## src/rtl/frame_pixel_streamer_pkg.sv

```systemverilog
// ----------------------------------------------------------------------------
// frame_stream_pkg
//   Shared types for the frame streaming blocks (reader and writer side).
//   - state_t      : frame reader FSM states
//   - pixel_tag_t  : raster position markers carried alongside each pixel
//   - TAG_BITS     : packed width of pixel_tag_t, for generic storage
//   - width_for()  : index width for a counter that spans 'count' values
// ----------------------------------------------------------------------------
package frame_stream_pkg;

    typedef enum logic [1:0] {
        IDLE   = 2'd0,
        STREAM = 2'd1,
        DRAIN  = 2'd2,
        DONE   = 2'd3
    } state_t;

    typedef struct packed {
        logic sof;
        logic eol;
        logic eof;
    } pixel_tag_t;

    localparam int TAG_BITS = $bits(pixel_tag_t);

    // $clog2 of 1 is 0, which would give a zero-width counter; clamp to 1.
    function automatic int width_for(input int count);
        if (count <= 2) begin
            return 1;
        end
        return $clog2(count);
    endfunction

endpackage

```

## src/rtl/frame_pixel_streamer_tag_fifo.sv

```systemverilog
// ----------------------------------------------------------------------------
// pixel_tag_fifo
//   Synchronous FIFO holding a pixel plus its tag bits. Head entry is
//   presented combinationally (first-word fall-through). Push and pop in the
//   same cycle are allowed, including when full.
// Ports
//   clk, reset           clock, synchronous active-high reset (flushes)
//   push, push_data,
//   push_tag             write side
//   pop                  read side; ignored when empty
//   head_data, head_tag  oldest entry
//   full, empty, count   occupancy status
// ----------------------------------------------------------------------------
module pixel_tag_fifo #(
    parameter  int DATA_BITS = 8,
    parameter  int TAG_BITS  = 3,
    parameter  int DEPTH     = 4,
    localparam int PTR_BITS  = $clog2(DEPTH)
) (
    input  logic                 clk,
    input  logic                 reset,
    input  logic                 push,
    input  logic [DATA_BITS-1:0] push_data,
    input  logic [TAG_BITS-1:0]  push_tag,
    input  logic                 pop,
    output logic [DATA_BITS-1:0] head_data,
    output logic [TAG_BITS-1:0]  head_tag,
    output logic                 full,
    output logic                 empty,
    output logic [PTR_BITS:0]    count
);

    logic [DATA_BITS+TAG_BITS-1:0] storage [DEPTH];
    logic [PTR_BITS:0]             wr_ptr;
    logic [PTR_BITS:0]             rd_ptr;
    logic                          do_push;
    logic                          do_pop;

    // Pointers carry one extra wrap bit so full and empty are distinguishable.
    always_comb begin
        count   = wr_ptr - rd_ptr;
        full    = (count == (PTR_BITS+1)'(DEPTH));
        empty   = (count == '0);
        do_pop  = pop && !empty;
        do_push = push && (!full || pop);
    end

    always_ff @(posedge clk) begin
        if (reset) begin
            wr_ptr <= '0;
            rd_ptr <= '0;
        end else begin
            if (do_push) begin
                wr_ptr <= wr_ptr + 1'b1;
            end
            if (do_pop) begin
                rd_ptr <= rd_ptr + 1'b1;
            end
        end
    end

    // Storage needs no reset: an entry is only visible once pushed.
    always_ff @(posedge clk) begin
        if (do_push) begin
            storage[wr_ptr[PTR_BITS-1:0]] <= {push_data, push_tag};
        end
    end

    assign {head_data, head_tag} = storage[rd_ptr[PTR_BITS-1:0]];

endmodule

```

## src/rtl/frame_pixel_streamer.sv

```systemverilog
// ----------------------------------------------------------------------------
// frame_pixel_streamer
//   Reads one frame from a synchronous-read RAM (1-cycle latency) in raster
//   order after a start pulse, and streams it out with valid/ready plus
//   sof/eol/eof markers. Reads are credit limited so the output FIFO can
//   always absorb the data already requested from the RAM.
// Ports
//   clk, reset        clock, synchronous active-high reset
//   start             1-cycle pulse, accepted only when idle
//   busy              high whenever not idle
//   frame_done        1-cycle pulse after the eof pixel has transferred
//   mem_rd_en         RAM read strobe
//   mem_rd_addr       linear address y*IMG_WIDTH + x
//   mem_rd_data       RAM read data, valid one cycle after mem_rd_en
//   pixel_out         pixel data from FIFO head
//   pixel_out_valid   FIFO non-empty
//   pixel_out_ready   downstream accept
//   pixel_out_sof     first pixel of frame
//   pixel_out_eol     last pixel of line
//   pixel_out_eof     last pixel of frame
// ----------------------------------------------------------------------------
module frame_pixel_streamer
    import frame_stream_pkg::*;
#(
    parameter  int IMG_WIDTH  = 640,
    parameter  int IMG_HEIGHT = 480,
    parameter  int PIXEL_BITS = 8,
    parameter  int FIFO_DEPTH = 4,
    localparam int ADDR_BITS  = width_for(IMG_WIDTH * IMG_HEIGHT)
) (
    input  logic                  clk,
    input  logic                  reset,
    input  logic                  start,
    output logic                  busy,
    output logic                  frame_done,
    output logic                  mem_rd_en,
    output logic [ADDR_BITS-1:0]  mem_rd_addr,
    input  logic [PIXEL_BITS-1:0] mem_rd_data,
    output logic [PIXEL_BITS-1:0] pixel_out,
    output logic                  pixel_out_valid,
    input  logic                  pixel_out_ready,
    output logic                  pixel_out_sof,
    output logic                  pixel_out_eol,
    output logic                  pixel_out_eof
);

    localparam int X_BITS   = width_for(IMG_WIDTH);
    localparam int Y_BITS   = width_for(IMG_HEIGHT);
    localparam int CNT_BITS = $clog2(FIFO_DEPTH) + 1;

    localparam logic [ADDR_BITS-1:0] LAST_ADDR = ADDR_BITS'(IMG_WIDTH * IMG_HEIGHT - 1);
    localparam logic [X_BITS-1:0]    X_LAST    = X_BITS'(IMG_WIDTH - 1);
    localparam logic [Y_BITS-1:0]    Y_LAST    = Y_BITS'(IMG_HEIGHT - 1);
    localparam logic [CNT_BITS-1:0]  CREDITS   = CNT_BITS'(FIFO_DEPTH);

    state_t                  state;
    state_t                  state_next;
    logic [ADDR_BITS-1:0]    addr;
    logic [X_BITS-1:0]       x;
    logic [Y_BITS-1:0]       y;
    logic                    inflight;
    pixel_tag_t              issue_tag;
    pixel_tag_t              tag_d;
    pixel_tag_t              head_tag;
    logic [TAG_BITS-1:0]     head_tag_bits;
    logic [PIXEL_BITS-1:0]   head_data;
    logic                    push;
    logic                    pop;
    logic                    fifo_full;
    logic                    fifo_empty;
    logic [CNT_BITS-1:0]     fifo_count;
    logic [CNT_BITS-1:0]     used;

    // A read is only issued when the FIFO has room for it even after the
    // read already in flight lands. This is what makes overflow impossible
    // without ever looking at downstream ready.
    always_comb begin
        used      = fifo_count + CNT_BITS'(inflight);
        mem_rd_en = (state == STREAM) && (used < CREDITS);
        push      = inflight;
        pop       = !fifo_empty && pixel_out_ready;

        issue_tag.sof = (x == '0) && (y == '0);
        issue_tag.eol = (x == X_LAST);
        issue_tag.eof = (x == X_LAST) && (y == Y_LAST);
    end

    // Frame sequencing. STREAM ends as soon as the last address is issued;
    // DRAIN then waits for the eof pixel to leave the FIFO.
    always_comb begin
        state_next = state;
        case (state)
            IDLE: begin
                if (start) begin
                    state_next = STREAM;
                end
            end
            STREAM: begin
                if (mem_rd_en && (addr == LAST_ADDR)) begin
                    state_next = DRAIN;
                end
            end
            DRAIN: begin
                if (pop && head_tag.eof) begin
                    state_next = DONE;
                end
            end
            DONE: begin
                state_next = IDLE;
            end
            default: begin
                state_next = IDLE;
            end
        endcase
    end

    // Counters are held at zero while idle so each frame starts at (0,0).
    // The linear address saturates at the last pixel; x/y advance in step.
    // The tag register follows the read by one cycle, lining up with the
    // RAM data it describes.
    always_ff @(posedge clk) begin
        if (reset) begin
            state    <= IDLE;
            addr     <= '0;
            x        <= '0;
            y        <= '0;
            inflight <= 1'b0;
            tag_d    <= '0;
        end else begin
            state    <= state_next;
            inflight <= mem_rd_en;
            tag_d    <= issue_tag;
            if (state == IDLE) begin
                addr <= '0;
                x    <= '0;
                y    <= '0;
            end else if (mem_rd_en) begin
                if (addr != LAST_ADDR) begin
                    addr <= addr + 1'b1;
                end
                if (x == X_LAST) begin
                    x <= '0;
                    if (y != Y_LAST) begin
                        y <= y + 1'b1;
                    end
                end else begin
                    x <= x + 1'b1;
                end
            end
        end
    end

    // The credit scheme must never let a push hit a full FIFO unpopped.
    always_ff @(posedge clk) begin
        if (!reset) begin
            assert (!(push && fifo_full && !pop));
        end
    end

    pixel_tag_fifo #(
        .DATA_BITS (PIXEL_BITS),
        .TAG_BITS  (TAG_BITS),
        .DEPTH     (FIFO_DEPTH)
    ) u_fifo (
        .clk       (clk),
        .reset     (reset),
        .push      (push),
        .push_data (mem_rd_data),
        .push_tag  (tag_d),
        .pop       (pop),
        .head_data (head_data),
        .head_tag  (head_tag_bits),
        .full      (fifo_full),
        .empty     (fifo_empty),
        .count     (fifo_count)
    );

    // Outputs are forced to zero when nothing is valid so that the stream
    // is clean after reset, when FIFO storage is still uninitialised.
    always_comb begin
        head_tag        = pixel_tag_t'(head_tag_bits);
        busy            = (state != IDLE);
        frame_done      = (state == DONE);
        mem_rd_addr     = addr;
        pixel_out_valid = !fifo_empty;
        pixel_out       = fifo_empty ? '0 : head_data;
        pixel_out_sof   = !fifo_empty && head_tag.sof;
        pixel_out_eol   = !fifo_empty && head_tag.eol;
        pixel_out_eof   = !fifo_empty && head_tag.eof;
    end

endmodule

```

## config.mk

```make
export PLATFORM = sky130hd
export DESIGN_NAME = frame_pixel_streamer
export DESIGN_NICKNAME = d
export VERILOG_FILES = /design/src/rtl/frame_pixel_streamer_pkg.sv /design/src/rtl/frame_pixel_streamer_tag_fifo.sv /design/src/rtl/frame_pixel_streamer.sv
export SDC_FILE = /design/constraint.sdc
export NUM_CORES = 1
export LEC_CHECK = 0
export ABC_CLOCK_PERIOD_IN_PS = 3300
export BUFFER_PORTS_ARGS = -buffer_cell sky130_fd_sc_hd__buf_2
export CORE_MARGIN = 2
export CORE_UTILIZATION = 50
export DETAILED_ROUTE_END_ITERATION = 16
export GPL_TIMING_DRIVEN = 0
export HOLD_SLACK_MARGIN = 0.1
export PLACE_DENSITY = 0.66
export SYNTH_ARGS = -nofsm -noshare
export SYNTH_HDL_FRONTEND = slang
export SYNTH_SLANG_ARGS = --single-unit
export TNS_END_PERCENT = 30
```

## constraint.sdc

```tcl
create_clock -name clk -period 3.3 [get_ports clk]
set_clock_uncertainty 0.2 [all_clocks]
set_input_delay 0.165 -clock clk [delete_from_list [all_inputs] [get_ports clk]]
set_output_delay 0.165 -clock clk [all_outputs]
set_load 0.02 [all_outputs]
```

## Yosys cells after proc, flatten, opt, wreduce, memory -nomap -nowiden

Memory sizes are Yosys's and may differ from the RTL's. A register that Yosys moved wholly into a read port is not among the register bits.
Index checks and enable logic that the tools add are counted.

| storage, ports and cells | value |
|---|---|
| register bits after elaboration | 50 |
| memory bits (writable) | 44 |
| input bits | 12 |
| output and inout port bits | 34 |
| word-level logic and storage cells | 64 |
| memories | 1 |

| operators by class | value |
|---|---|
| add/subtract/negate cells | 7 |
| magnitude comparators | 1 |
| equal/unequal tests | 12 |
| mux-type cells | 10 |
| reduce and logical (&&, ||, !) cells | 23 |

Memory list:

| memory | words | bits a word | rd ports | clocked after memory_dff | wr ports | line | RTL |
|---|---|---|---|---|---|---|---|
| u_fifo.storage | 4 | 11 | 1 | 1 | 1 | frame_pixel_streamer_tag_fifo.sv:33 | `logic [DATA_BITS+TAG_BITS-1:0] storage [DEPTH];` |

Operators with widths:

| operator | count |
|---|---|
| $add A19 B1 Y19 const B | 1 |
| $eq A19 B19 Y1 const B | 1 |
| $ne A19 B19 Y1 const B | 1 |
| $logic_and A1 B1 Y1 | 11 |
| $add A10 B1 Y10 const B | 1 |
| $eq A10 B10 Y1 const B | 1 |
| $logic_not A10 Y1 | 1 |
| $mux W10 | 1 |
| $mux W2 | 5 |
| $add A9 B1 Y9 const B | 1 |
| $eq A9 B9 Y1 const B | 1 |
| $logic_not A9 Y1 | 1 |
| $ne A9 B9 Y1 const B | 1 |
| $mux W8 | 1 |
| $pmux W2 S4 | 1 |
| $add A3 B1 Y3 const B | 2 |
| $reduce_and A3 Y1 | 2 |
| $eq A2 B2 Y1 const B | 2 |
| $ne A2 B2 Y1 const B | 2 |
| $add A3 B1 Y3 | 1 |
| $eq A3 B3 Y1 const B | 1 |
| $logic_not A3 Y1 | 1 |
| $lt A3 B3 Y1 const B | 1 |
| $sub A3 B3 Y3 | 1 |
| other kinds (9) | 11 |

## Depth between registers and ports, before layout

Gate-level depths: netlist (run 1).

| logic depth | value |
|---|---|
| depth after elaboration | 8 |
| depth in mapped cells | 10 |
| depth with buffers taken out | 8 |

## By module

Synthesis (run 1) repeated with hierarchy kept, for this count alone.

| second synthesis, totals | value |
|---|---|
| cells, all modules | 400 |
| area, all modules | 4443.0 µm² |

Modules (own cells, without submodules):

| module | times used | cells an instance | area an instance (µm²) | seq. area each (µm²) |
|---|---|---|---|---|
| frame_pixel_streamer | 1 | 286 | 2336.0 | 880.8 |
| pixel_tag_fifo | 1 | 114 | 2107.0 | 1481.4 |

## Worst setup path before layout (run 1)

No wires, ideal clock.

| timing | value |
|---|---|
| kind | reg2reg |
| start point | register u_fifo.wr_ptr[0] |
| end point | register addr[9] (netlist: mem_rd_addr[9]) |
| setup time | 115 ps |
| arrival | 2455 ps |
| required time | 2985 ps |
| slack | 531 ps |
| stages on the path, launching flop included | 10 |
| buffers on the path | 1 |
| clock period less this slack | 2769 ps |
| path through | dfxtp_1 > inv_1 > ha_1 > fa_1 > nor3b_4 > xor2_4 > o211ai_4 > buf_6 > o31a_1 > o21a_1 |

| on the way | value |
|---|---|
| cells in the longest elaborated chain, start to end | 5 |

Ends and longest elaborated chain:

| item | line | RTL |
|---|---|---|
| start, declared | frame_pixel_streamer_tag_fifo.sv:34 | `logic [PTR_BITS:0] wr_ptr;` |
| start signal, assigned | frame_pixel_streamer_tag_fifo.sv:54 | `wr_ptr <= wr_ptr + 1'b1;` |
| $sub A3 B3 Y3 | frame_pixel_streamer_tag_fifo.sv:41 | `count = wr_ptr - rd_ptr;` |
| $add A3 B1 Y3 | frame_pixel_streamer.sv:78 | `used = fifo_count + CNT_BITS'(inflight);` |
| $lt A3 B3 Y1 | frame_pixel_streamer.sv:79 | `mem_rd_en = (state == STREAM) && (used < CREDITS);` |
| $logic_and A1 B1 Y1 | frame_pixel_streamer.sv:79 |  |
| $reduce_and A2 Y1 (no line) | - |  |
| end signal, assigned | frame_pixel_streamer.sv:139 | `addr <= addr + 1'b1;` |
| end, declared | frame_pixel_streamer.sv:58 | `logic [ADDR_BITS-1:0] addr;` |

Every way passes these cells.
A chain may end at the register's enable or synchronous reset.

## Worst setup path in the final report (run 1)

| timing | value |
|---|---|
| start point | register u_fifo.wr_ptr[0] |
| end point | output port pixel_out[3] |

| on the way | value |
|---|---|
| cells in the longest elaborated chain, start to end | 3 |

Ends and longest elaborated chain:

| item | line | RTL |
|---|---|---|
| $sub A3 B3 Y3 | frame_pixel_streamer_tag_fifo.sv:41 |  |
| $logic_not A3 Y1 | frame_pixel_streamer_tag_fifo.sv:43 | `empty = (count == '0);` |
| $mux W8 | frame_pixel_streamer.sv:186 | `pixel_out = fifo_empty ? '0 : head_data;` |
| end, declared | frame_pixel_streamer.sv:39 | `output logic [PIXEL_BITS-1:0] pixel_out,` |

Every way passes these cells.

==> results of run 1 <==
==> logic make-up (layout without fill, tap and decap cells) <==
kind of cell             after synthesis  after routing
XOR/XNOR                              26             26
AO/OA/AOI/OAI                         45             45
adder cells (fa/ha/maj)               16             16
flip-flops                            96             96
buffers and inverters                 25             98
multiplexers                          12             12
AND/OR/NAND/NOR                      150            150
==> power breakdown <==
part           switching, mW  internal (mW)
combinational          0.694          0.402
clock                  0.427          0.360
sequential            0.0379           1.31
==> path summary, 6_finish.rpt <==
check                                              startpoint                             end  slack, ns  depth (start not counted)
worst min-delay path                      tag_d[2]$_SDFF_PP0_  u_fifo.storage[2][2]$_DFFE_PP_       0.29                          0
worst max register to register  u_fifo.wr_ptr[0]$_SDFFE_PP0N_           state[0]$_SDFFE_PP0P_       0.20                          9
worst min register to register            tag_d[2]$_SDFF_PP0_  u_fifo.storage[2][2]$_DFFE_PP_       0.29                          0
worst max-delay path            u_fifo.wr_ptr[0]$_SDFFE_PP0N_                    pixel_out[3]       0.18                          8
==> stage by stage <==
stage / util / cell area [µm²] / instances / worst slack, ns
2_1_floorplan: - / 4350 / 370 / 0.531
3_3_place_gp: 0.548 / 4710 / 523 / 0.273
3_5_place_dp: 0.548 / 4710 / 523 / 0.215
4_1_cts: 0.585 / 5030 / 550 / 0.102
5_1_grt: 0.586 / 5030 / 551 / 0.00135
6_report: 0.586 / 5030 / 551 / 0.182
==> synthesized netlist by cell type, types with 2 or more instances <==
library cell | count | area (µm²)
dfxtp_1 | 52 | 1040
inv_1 | 12 | 45.0
ha_1 | 15 | 188
buf_2 | 2 | 10.0
nand2_1 | 19 | 71.3
clkbuf_1 | 7 | 26.3
nand3_1 | 16 | 80.1
nor4_1 | 11 | 68.8
nand4_1 | 13 | 81.3
nor2_1 | 31 | 116
xor2_1 | 11 | 96.3
nor3_1 | 2 | 10.0
mux4_2 | 11 | 248
and4_1 | 5 | 43.8
edfxtp_1 | 44 | 1320
nor3b_1 | 2 | 15.0
or4_1 | 5 | 37.5
o21ai_0 | 9 | 45.0
a31oi_1 | 3 | 18.8
and2_1 | 19 | 119
and3_1 | 8 | 50.1
o31a_1 | 3 | 26.3
nor4bb_1 | 2 | 20.0
o31ai_1 | 5 | 37.5
a21oi_1 | 16 | 80.1
buf_1 | 3 | 11.3
xnor2_1 | 12 | 105
o21a_1 | 2 | 15.0
nor4b_1 | 2 | 17.5
or3_1 | 10 | 62.6
==> flip-flops by register name, summed over array words and instances, names as in the netlist, named ones only <==
signal / flops
x: 10
u_fifo.storage: 44
mem_rd_addr: 19
state: 2
y: 9
tag_d: 3
inflight: 1
u_fifo.rd_ptr: 3
u_fifo.wr_ptr: 3
==> area by class of cell <==
cell class	count	area, µm²	share of cell area
clock buffer	9	124	0.0246
multi-input combinational	249	1890	0.375
sequential	96	2360	0.469
timing repair buffer	57	343	0.0681
tap	108	135	0.0268
inverter	12	45.0	0.00895
clock inverter	7	78.8	0.0157
buffer	13	60.1	0.0119
==> metal layers <==
layer | global-route usage | part of all wire | vias up
li1 | - | - | 1512
met1 | 0.249 | 0.47 | 1427
met2 | 0.311 | 0.49 | 55
met3 | 0.0324 | 0.031 | 9
met4 | 0.0684 | 0.014 | 0
met5 | 0 | 0 | -
==> worst max-delay path, stage by stage (launching register included) <==
cell and delay, ns:
dfxtp_1 0.41, inv_1 0.10, ha_1 0.21, fa_1 0.39, xnor3_4 0.43, nand3_1 0.27
clkbuf_2 0.27, and2_1 0.16, buf_2 0.16
==> repair_timing <==
item | CTS | global route
hold buffers | 11 | 0
gates resized for setup | 1 | 0
endpoints found under the hold margin | 44 | 0
setup buffers | 0 | 1
setup endpoints to repair | 3 | 3
pin swaps | 0 | 1
==> results_dict.tcl, run 1 <==
set metrics [dict create \
    drc 0 \
    min_period_ns 3.12 \
    synthDistinctLibCells 48 \
    worstSetupStartpointType "register" \
    syn_inst 370 \
    clk_path_buf_depth 2 \
    ys_warn_count 0 \
    setup_violations 0 \
    synth_top_family_by_area "simple AND/OR/NAND/NOR gates" \
    synthXorXnorAreaFrac 0.0650 \
    via_per_inst 5.45 \
    place_congestion 0.782 \
    wl_per_cell_um 15.2 \
    finalMaxSlewViolations 0 \
    synth-compound-area-share 0.0681 \
    layout_common_cells "52 x dfxtp_1, 47 x buf_2, 44 x edfxtp_1, 31 x nor2_1" \
    n_antenna_cell 0 \
    synth_top_flop_cell "dfxtp_1" \
    required_ns 2.93 \
    max_slew.worst_pin.slew_ns 1.01 \
    die_w_um 97.3 \
    grt_overflow 0 \
    slew_headroom 0.321 \
    initial_utilization 0.506 \
    fmax_mhz 321 \
    core_region_area_mm2 0.00859 \
    cap_violations 0 \
    synth-seq-area-share 0.543 \
    cts_tree "done" \
    synth_edf_count 44 \
    setup_tns_ns 0 \
    synthSimpleGateAreaFrac 0.193 \
    rsz0062_at_grt "no" \
    htree_levels 3 \
    synthToLayoutAreaGrowth_pct 15.7 \
    die-height_um 97.3 \
    vias 3003 \
    path_max_fanout 10 \
    power_density_mw_per_mm2 642 \
    outcome "complete, no violations" \
    final_nets 466 \
    fillers 715 \
    syn_avg_cell_area_um2 11.8 \
    cts_root_buf "clkbuf_8" \
    core.rowCount 34 \
    first_global_vias 2982 \
    finalWirelength_um 8350 \
    hold_path_class "reg2reg" \
    cts_buffers 9 \
    ys_ff_latch 96 \
    post-route-period-util 0.945 \
    clk_pin_slew_ns 0.09 \
    drive_above_1_share 0.192 \
    finalHoldViolations 0 \
    async_reset_ff_frac 0 \
    dieArea_mm2 0.00947 \
    cts.sinks 96 \
    detail_route.first_pass.iterations 5 \
    syn_nets 398 \
    dp_hpwl_um 5680 \
    grt_max_degree 18 \
    clkLatencyLatePin_ns 0.36 \
    cp.arrival_ns 2.75 \
    track_usage 0.187 \
    power_mw 3.23 \
    synthMuxAreaShare 0.0592 \
    holdWs_ns 0.287 \
    cp-end-kind "primary output" \
    antenna_left 0 \
    crit_type "reg2out" \
    ir_worst_vdd_mv 0.308 \
    drt_iter0_markers 81 \
    port_buffers 45 \
    grt_first_pass_wirelength_um 14400 \
    ios 46 \
    final_common_cell "dfxtp_1" \
    antenna_found_initial 0 \
    p_leak_nw 1.83 \
    synthAdderAreaFrac 0.0477 \
    syn_area_mm2 0.00435 \
]
No activity file was read; power rests on OpenSTA's default activity.
==> inputs of run 2 (changes only) <==
--- a/config.mk
+++ b/config.mk
@@ -13,6 +13,7 @@
 export GPL_TIMING_DRIVEN = 0
 export HOLD_SLACK_MARGIN = 0.1
 export PLACE_DENSITY = 0.66
+export SETUP_SLACK_MARGIN = 0.2
 export SYNTH_ARGS = -nofsm -noshare
 export SYNTH_HDL_FRONTEND = slang
 export SYNTH_SLANG_ARGS = --single-unit
==> run 2 against run 1 <==
Flip-flop and latch count unchanged; utilization up 0.36 points; count of clock-buffer cells in the layout is the same; global-route usage is essentially flat; critical path depth is 2 higher; non-clock buffer count grew 2; combinational power about the same; die area unchanged.
==> results_dict.tcl, run 2 (synthesis gave the netlist of run 1 again) <==
set metrics [dict create \
    ir_worst_vdd_mv 0.308 \
    cp.arrival_ns 2.94 \
    cp-end-kind "register" \
    cap_violations 0 \
    antenna_left 0 \
    path_cells "inv_1 -> ha_1 -> fa_2 -> nor3b_4 -> xor2_4 -> o211ai_4 -> buf_6 -> buf_2 -> o31ai_1 -> a21oi_1" \
    multi_input_comb_area_mm2 0.00190 \
    finalMaxSlewViolations 0 \
    reg2reg_from "u_fifo.wr_ptr[0]$_SDFFE_PP0N_" \
    outcome "complete, no violations" \
    die-height_um 97.3 \
    finalWirelength_um 8400 \
    detail_route.first_pass.iterations 4 \
    dieArea_mm2 0.00947 \
    reg2reg_setup_slack_ns 0.39 \
    rsz0062_at_grt "no" \
    slew_headroom 0.283 \
    p_int_mw 2.09 \
    fmax_mhz 344 \
    track_usage 0.188 \
    drt_iter0_markers 93 \
    path_max_fanout 10 \
    grt_max_degree 18 \
    power.switching_mw 1.16 \
    seq_area_mm2 0.00236 \
    synthToLayoutAreaGrowth_pct 16.4 \
    p_sw_frac 0.358 \
    layout_common_cells "51 x dfxtp_1, 47 x buf_2, 44 x edfxtp_1, 31 x nor2_1, 19 x and2_1" \
    preCtsSetupSlack_ns 0.215 \
    min_to "u_fifo.storage[2][2]$_DFFE_PP_" \
    cts_tree "done" \
    grt_first_pass_wirelength_um 14500 \
    setup_violations 0 \
    final_common_cell "dfxtp_1" \
    htree_levels 3 \
    power_frac_seq 0.415 \
    fillers 713 \
    port_buffers 45 \
    place_congestion 0.782 \
    clkPwrFrac 0.241 \
    stdcell_count 553 \
    drive_above_1_share 0.207 \
    hp-start "tag_d[2]$_SDFF_PP0_" \
    grt_overflow 0 \
    combPwrFrac 0.344 \
    max_slew.worst_pin.slew_ns 1.07 \
    worstRegToRegCells 10 \
    clk_path_buf_depth 2 \
    antenna_found_initial 0 \
    via_per_inst 5.47 \
    slowest_stage "fa_2" \
    wl_per_cell_um 15.2 \
    crit_path_max_incr_delay_ns 0.47 \
    hold_path_class "reg2reg" \
    cts_buffers 9 \
    die_w_um 97.3 \
    power_mw 3.25 \
    crit_type "reg2reg" \
    clk_pin_slew_ns 0.10 \
    cts.sinks 96 \
    n_antenna_cell 0 \
    first_global_vias 2989 \
    clkLatencyLatePin_ns 0.36 \
    ios 46 \
    vias 3023 \
    drc 0 \
    min_period_ns 2.91 \
    core_region_area_mm2 0.00859 \
    largest_reg_flops 44 \
    setup_ws_ns 0.391 \
    required_ns 3.34 \
    post-route-period-util 0.882 \
    final_nets 468 \
    dp_hpwl_um 5680 \
    setup_tns_ns 0 \
    dpl.cell_count 523 \
    core.rowCount 34 \
    cts_root_buf "clkbuf_8" \
    p_leak_nw 1.84 \
    worstSetupStartpointType "register" \
    min_delay_path_depth 0 \
    finalHoldViolations 0 \
    power_density_mw_per_mm2 642 \
    initial_utilization 0.506 \
    r2r_end "mem_rd_addr[12]$_SDFFE_PP0P_" \
]
==> run 2: metal layers <==
| layer | routed length, µm | track usage |
|---|---|---|
| met2 | 4220 | 0.311 |
| met1 | 3830 | 0.249 |
| met3 | 326 | 0.0324 |
| met4 | 31 | 0.0684 |
| met5 | 0 | 0 |
==> run 2: worst max-delay path by stage <==
stage	start	endpoint	slack, ns	depth (start not counted)
after floorplan	u_fifo.wr_ptr[0]$_SDFFE_PP0N_	mem_rd_addr[9]$_SDFFE_PP0P_	0.53	9
after global placement	u_fifo.wr_ptr[0]$_SDFFE_PP0N_	mem_rd_addr[8]$_SDFFE_PP0P_	0.27	10
after detailed placement	u_fifo.wr_ptr[0]$_SDFFE_PP0N_	mem_rd_addr[12]$_SDFFE_PP0P_	0.21	10
after CTS	u_fifo.wr_ptr[0]$_SDFFE_PP0N_	mem_rd_en	0.18	8
after global routing	u_fifo.wr_ptr[0]$_SDFFE_PP0N_	mem_rd_addr[4]$_SDFFE_PP0P_	0.20	10
final	u_fifo.wr_ptr[0]$_SDFFE_PP0N_	mem_rd_addr[12]$_SDFFE_PP0P_	0.39	10
==> run 2: power groups by stage <==
stage | clock [mW] | combinational [mW] | sequential, mW
6_report | 0.783 | 1.12 | 1.35
5_1_grt | 0.849 | 1.23 | 1.36
4_1_cts | 0.810 | 1.12 | 1.35
3_5_place_dp | 0 | 1.09 | 1.38
3_3_place_gp | 0 | 1.08 | 1.37
2_1_floorplan | 0 | 0.783 | 1.37
==> run 2: repair_timing <==
item	CTS	global route
hold endpoints to repair	44	0
gates resized for setup	2	4
hold buffers	11	0
endpoints found under the setup margin	13	27
setup buffers	1	2
pin swaps	1	2
==> run 2: final cells by class <==
class,count,share of cell area
buffer,13,0.0119
clock buffer,9,0.0245
clock inverter,7,0.0156
inverter,12,0.00889
multi-input combinational,249,0.375
sequential,96,0.467
tap,108,0.0267
timing repair buffer,59,0.0707
==> run 2: worst max-delay path: cells and delay by family, from the launching register on <==
kind | cells | cell delay, ns
fa+ha+maj | 2 | 0.68
compound gates | 3 | 0.48
simple gates | 1 | 0.31
flops | 1 | 0.38
xor+xnor | 1 | 0.29
buf+inv | 3 | 0.45
==> run 2: per-stage QoR <==
step	instance area [µm²]	hold WS, ns	utilization
final	5060	0.287	0.589
after global routing	5060	0.301	0.589
after CTS	5040	0.291	0.586
after detailed placement	4710	0.185	0.548
after global placement	4710	0.178	0.548
after floorplan	4350	0.0639	-
==> inputs of run 3 (changes only) <==
--- a/config.mk
+++ b/config.mk
@@ -7,14 +7,15 @@
 export LEC_CHECK = 0
 export ABC_CLOCK_PERIOD_IN_PS = 3300
 export BUFFER_PORTS_ARGS = -buffer_cell sky130_fd_sc_hd__buf_2
-export CORE_MARGIN = 2
+export CORE_MARGIN = 10
 export CORE_UTILIZATION = 50
 export DETAILED_ROUTE_END_ITERATION = 16
 export GPL_TIMING_DRIVEN = 0
 export HOLD_SLACK_MARGIN = 0.1
-export PLACE_DENSITY = 0.66
+export PLACE_DENSITY = 0.65
 export SETUP_SLACK_MARGIN = 0.2
 export SYNTH_ARGS = -nofsm -noshare
 export SYNTH_HDL_FRONTEND = slang
+export SYNTH_HIERARCHICAL = 1
 export SYNTH_SLANG_ARGS = --single-unit
 export TNS_END_PERCENT = 30
==> run 3 against run 2 <==
Die area rose by 38%; critical path depth did not move; clock power rose by 2.7%; sequential share of layout area fell by 1.3 points; first-iteration DRC count rose by 57%; flip-flop and latch count did not move; total power fell by 16%; register-to-register slack got worse by 0.07 ns; utilization rose by 1.1 points; routed wire length rose by 9.9%; via count rose by 6.8%; synthesized cell count rose by 7.8%; critical path type unchanged.
==> results_dict.tcl, run 3 <==
set metrics [dict create \
    outcome "complete, no violations" \
    initial_utilization 0.512 \
    hp-start "start" \
    power.switching_uw 865 \
    holdWs_ns 0.139 \
    critPathBufInv 3 \
    combPwrFrac 0.225 \
    min_period_ns 2.98 \
    setup_ws_ns 0.324 \
    path_max_fanout 11 \
    antenna_left 0 \
    core.rowCount 34 \
    syn_inst 399 \
    cap_violations 0 \
    power_mw 2.74 \
    grt_first_pass_wirelength_um 15300 \
    finalWirelength_um 9240 \
    fillers 739 \
    port_buffers 45 \
    power_density_mw_per_mm2 526 \
    die_w_um 114 \
    slew_headroom 0.584 \
    cts_root_buf "clkbuf_8" \
    clkLatencyLatePin_ns 0.37 \
    grt_max_degree 19 \
    wl_per_cell_um 15.9 \
    final_common_cell "dfxtp_1" \
    reg2reg_from "u_fifo/wr_ptr[0]$_SDFFE_PP0P_" \
    p_int_mw 1.88 \
    startpoint "u_fifo/wr_ptr[0]$_SDFFE_PP0P_" \
    clkPwrFrac 0.293 \
    syn_area_mm2 0.00444 \
    syn_avg_cell_area_um2 11.1 \
    first_global_vias 3054 \
    drc 0 \
    crit_path_max_incr_delay_ns 0.37 \
    power_frac_seq 0.482 \
    max_slew.worst_pin.slew_ns 0.624 \
    slowest_stage "dfxtp_2" \
    p_leak_nw 1.93 \
    htree_levels 3 \
    reg2reg_setup_slack_ns 0.32 \
    preCtsSetupSlack_ns -0.352 \
    rsz0062_at_grt "no" \
    cp.arrival_ns 2.84 \
    clk_path_buf_depth 2 \
    cts_buffers 9 \
    cts.sinks 96 \
    ir_worst_vdd_mv 0.267 \
    drt_iter0_markers 146 \
    layout_common_cells "51 x dfxtp_1, 46 x buf_2, 44 x edfxtp_1, 35 x nor2_1, 22 x nand2_1" \
    synthToLayoutAreaGrowth_pct 17.4 \
    antenna_found_initial 0 \
    place_congestion 0.804 \
    p_sw_frac 0.315 \
    ys_warn_count 6 \
    setup_violations 0 \
    fmax_mhz 336 \
    worstSetupStartpointType "register" \
    dieArea_mm2 0.0130 \
    setup_tns_ns 0 \
    final_nets 496 \
    required_ns 3.16 \
    detail_route.first_pass.iterations 6 \
    grt_overflow 0 \
    core_region_area_mm2 0.00868 \
    syn_nets 427 \
    hold_path_class "in2reg" \
    crit_type "reg2reg" \
    clk_pin_slew_ns 0.09 \
    vias 3228 \
    path_delay_family "simple AND/OR/NAND/NOR gates" \
    largest_reg_flops 44 \
    drive_above_1_share 0.220 \
    final_core_util 0.601 \
    die-height_um 114 \
    n_antenna_cell 0 \
    post-route-period-util 0.902 \
    finalMaxSlewViolations 0 \
    via_per_inst 5.56 \
    path_cells "inv_1 -> ha_1 -> fa_2 -> xnor3_2 -> inv_4 -> nor2_4 -> clkbuf_8 -> nor2b_2 -> o31a_1 -> and2_4" \
    finalHoldViolations 0 \
    dp_hpwl_um 6590 \
    track_usage 0.145 \
    cts_tree "done" \
    ios 46 \
    cp-end-kind "register" \
]
-- run 3: repair_timing --
item                                   in CTS  in global routing
setup buffers                               2                  2
hold buffers                                9                  0
setup endpoints to repair                  80                 61
resized for setup                          19                  5
pin swaps                                   2                  2
endpoints found under the hold margin      34                  0
-- run 3: final cells by class --
type | instances | area [µm²] | share of cell area
buffer | 14 | 80.1 | 0.0154
clock buffer | 9 | 124 | 0.0238
clock inverter | 7 | 83.8 | 0.0161
inverter | 22 | 85.1 | 0.0163
multi-input combinational | 267 | 1980 | 0.380
sequential | 96 | 2360 | 0.453
tap | 108 | 135 | 0.0259
timing repair buffer | 58 | 358 | 0.0687
-- run 3: final timing paths --
check                                        end  cells past startpoint
setup reg to reg  u_fifo/storage[0][9]$_DFFE_PP_                     10
setup / recovery  u_fifo/storage[0][9]$_DFFE_PP_                     10
hold / removal             state[1]$_SDFFE_PP0P_                      3
hold reg to reg   u_fifo/storage[1][2]$_DFFE_PP_                      0
-- run 3: layer usage --
layer	part of all wire	track usage
met5	0	0
met4	0.017	0.0568
met3	0.045	0.0330
met2	0.47	0.233
met1	0.46	0.184
-- run 3: power groups by stage --
stage,Sequential [mW],Clock [mW],Combinational [mW]
4_1_cts,1.32,0.824,0.619
5_1_grt,1.33,0.886,0.683
6_report,1.32,0.804,0.617
3_3_place_gp,1.35,0,0.571
2_1_floorplan,1.34,0,0.403
3_5_place_dp,1.35,0,0.581
-- run 3: per-stage QoR --
stage                     instance area (µm²)  instances
after global placement                   4800        552
after global routing                     5210        581
after floorplan                          4440        399
final                                    5210        581
after CTS                                5180        579
after detailed placement                 4800        552
-- run 3: worst reg2reg max path, cell delays in order (launching register included) --
cell	delay [ns]
dfxtp_2	0.37
inv_1	0.09
ha_1	0.21
fa_2	0.36
xnor3_2	0.29
inv_4	0.12
nor2_4	0.06
clkbuf_8	0.17
nor2b_2	0.20
o31a_1	0.29
and2_4	0.31
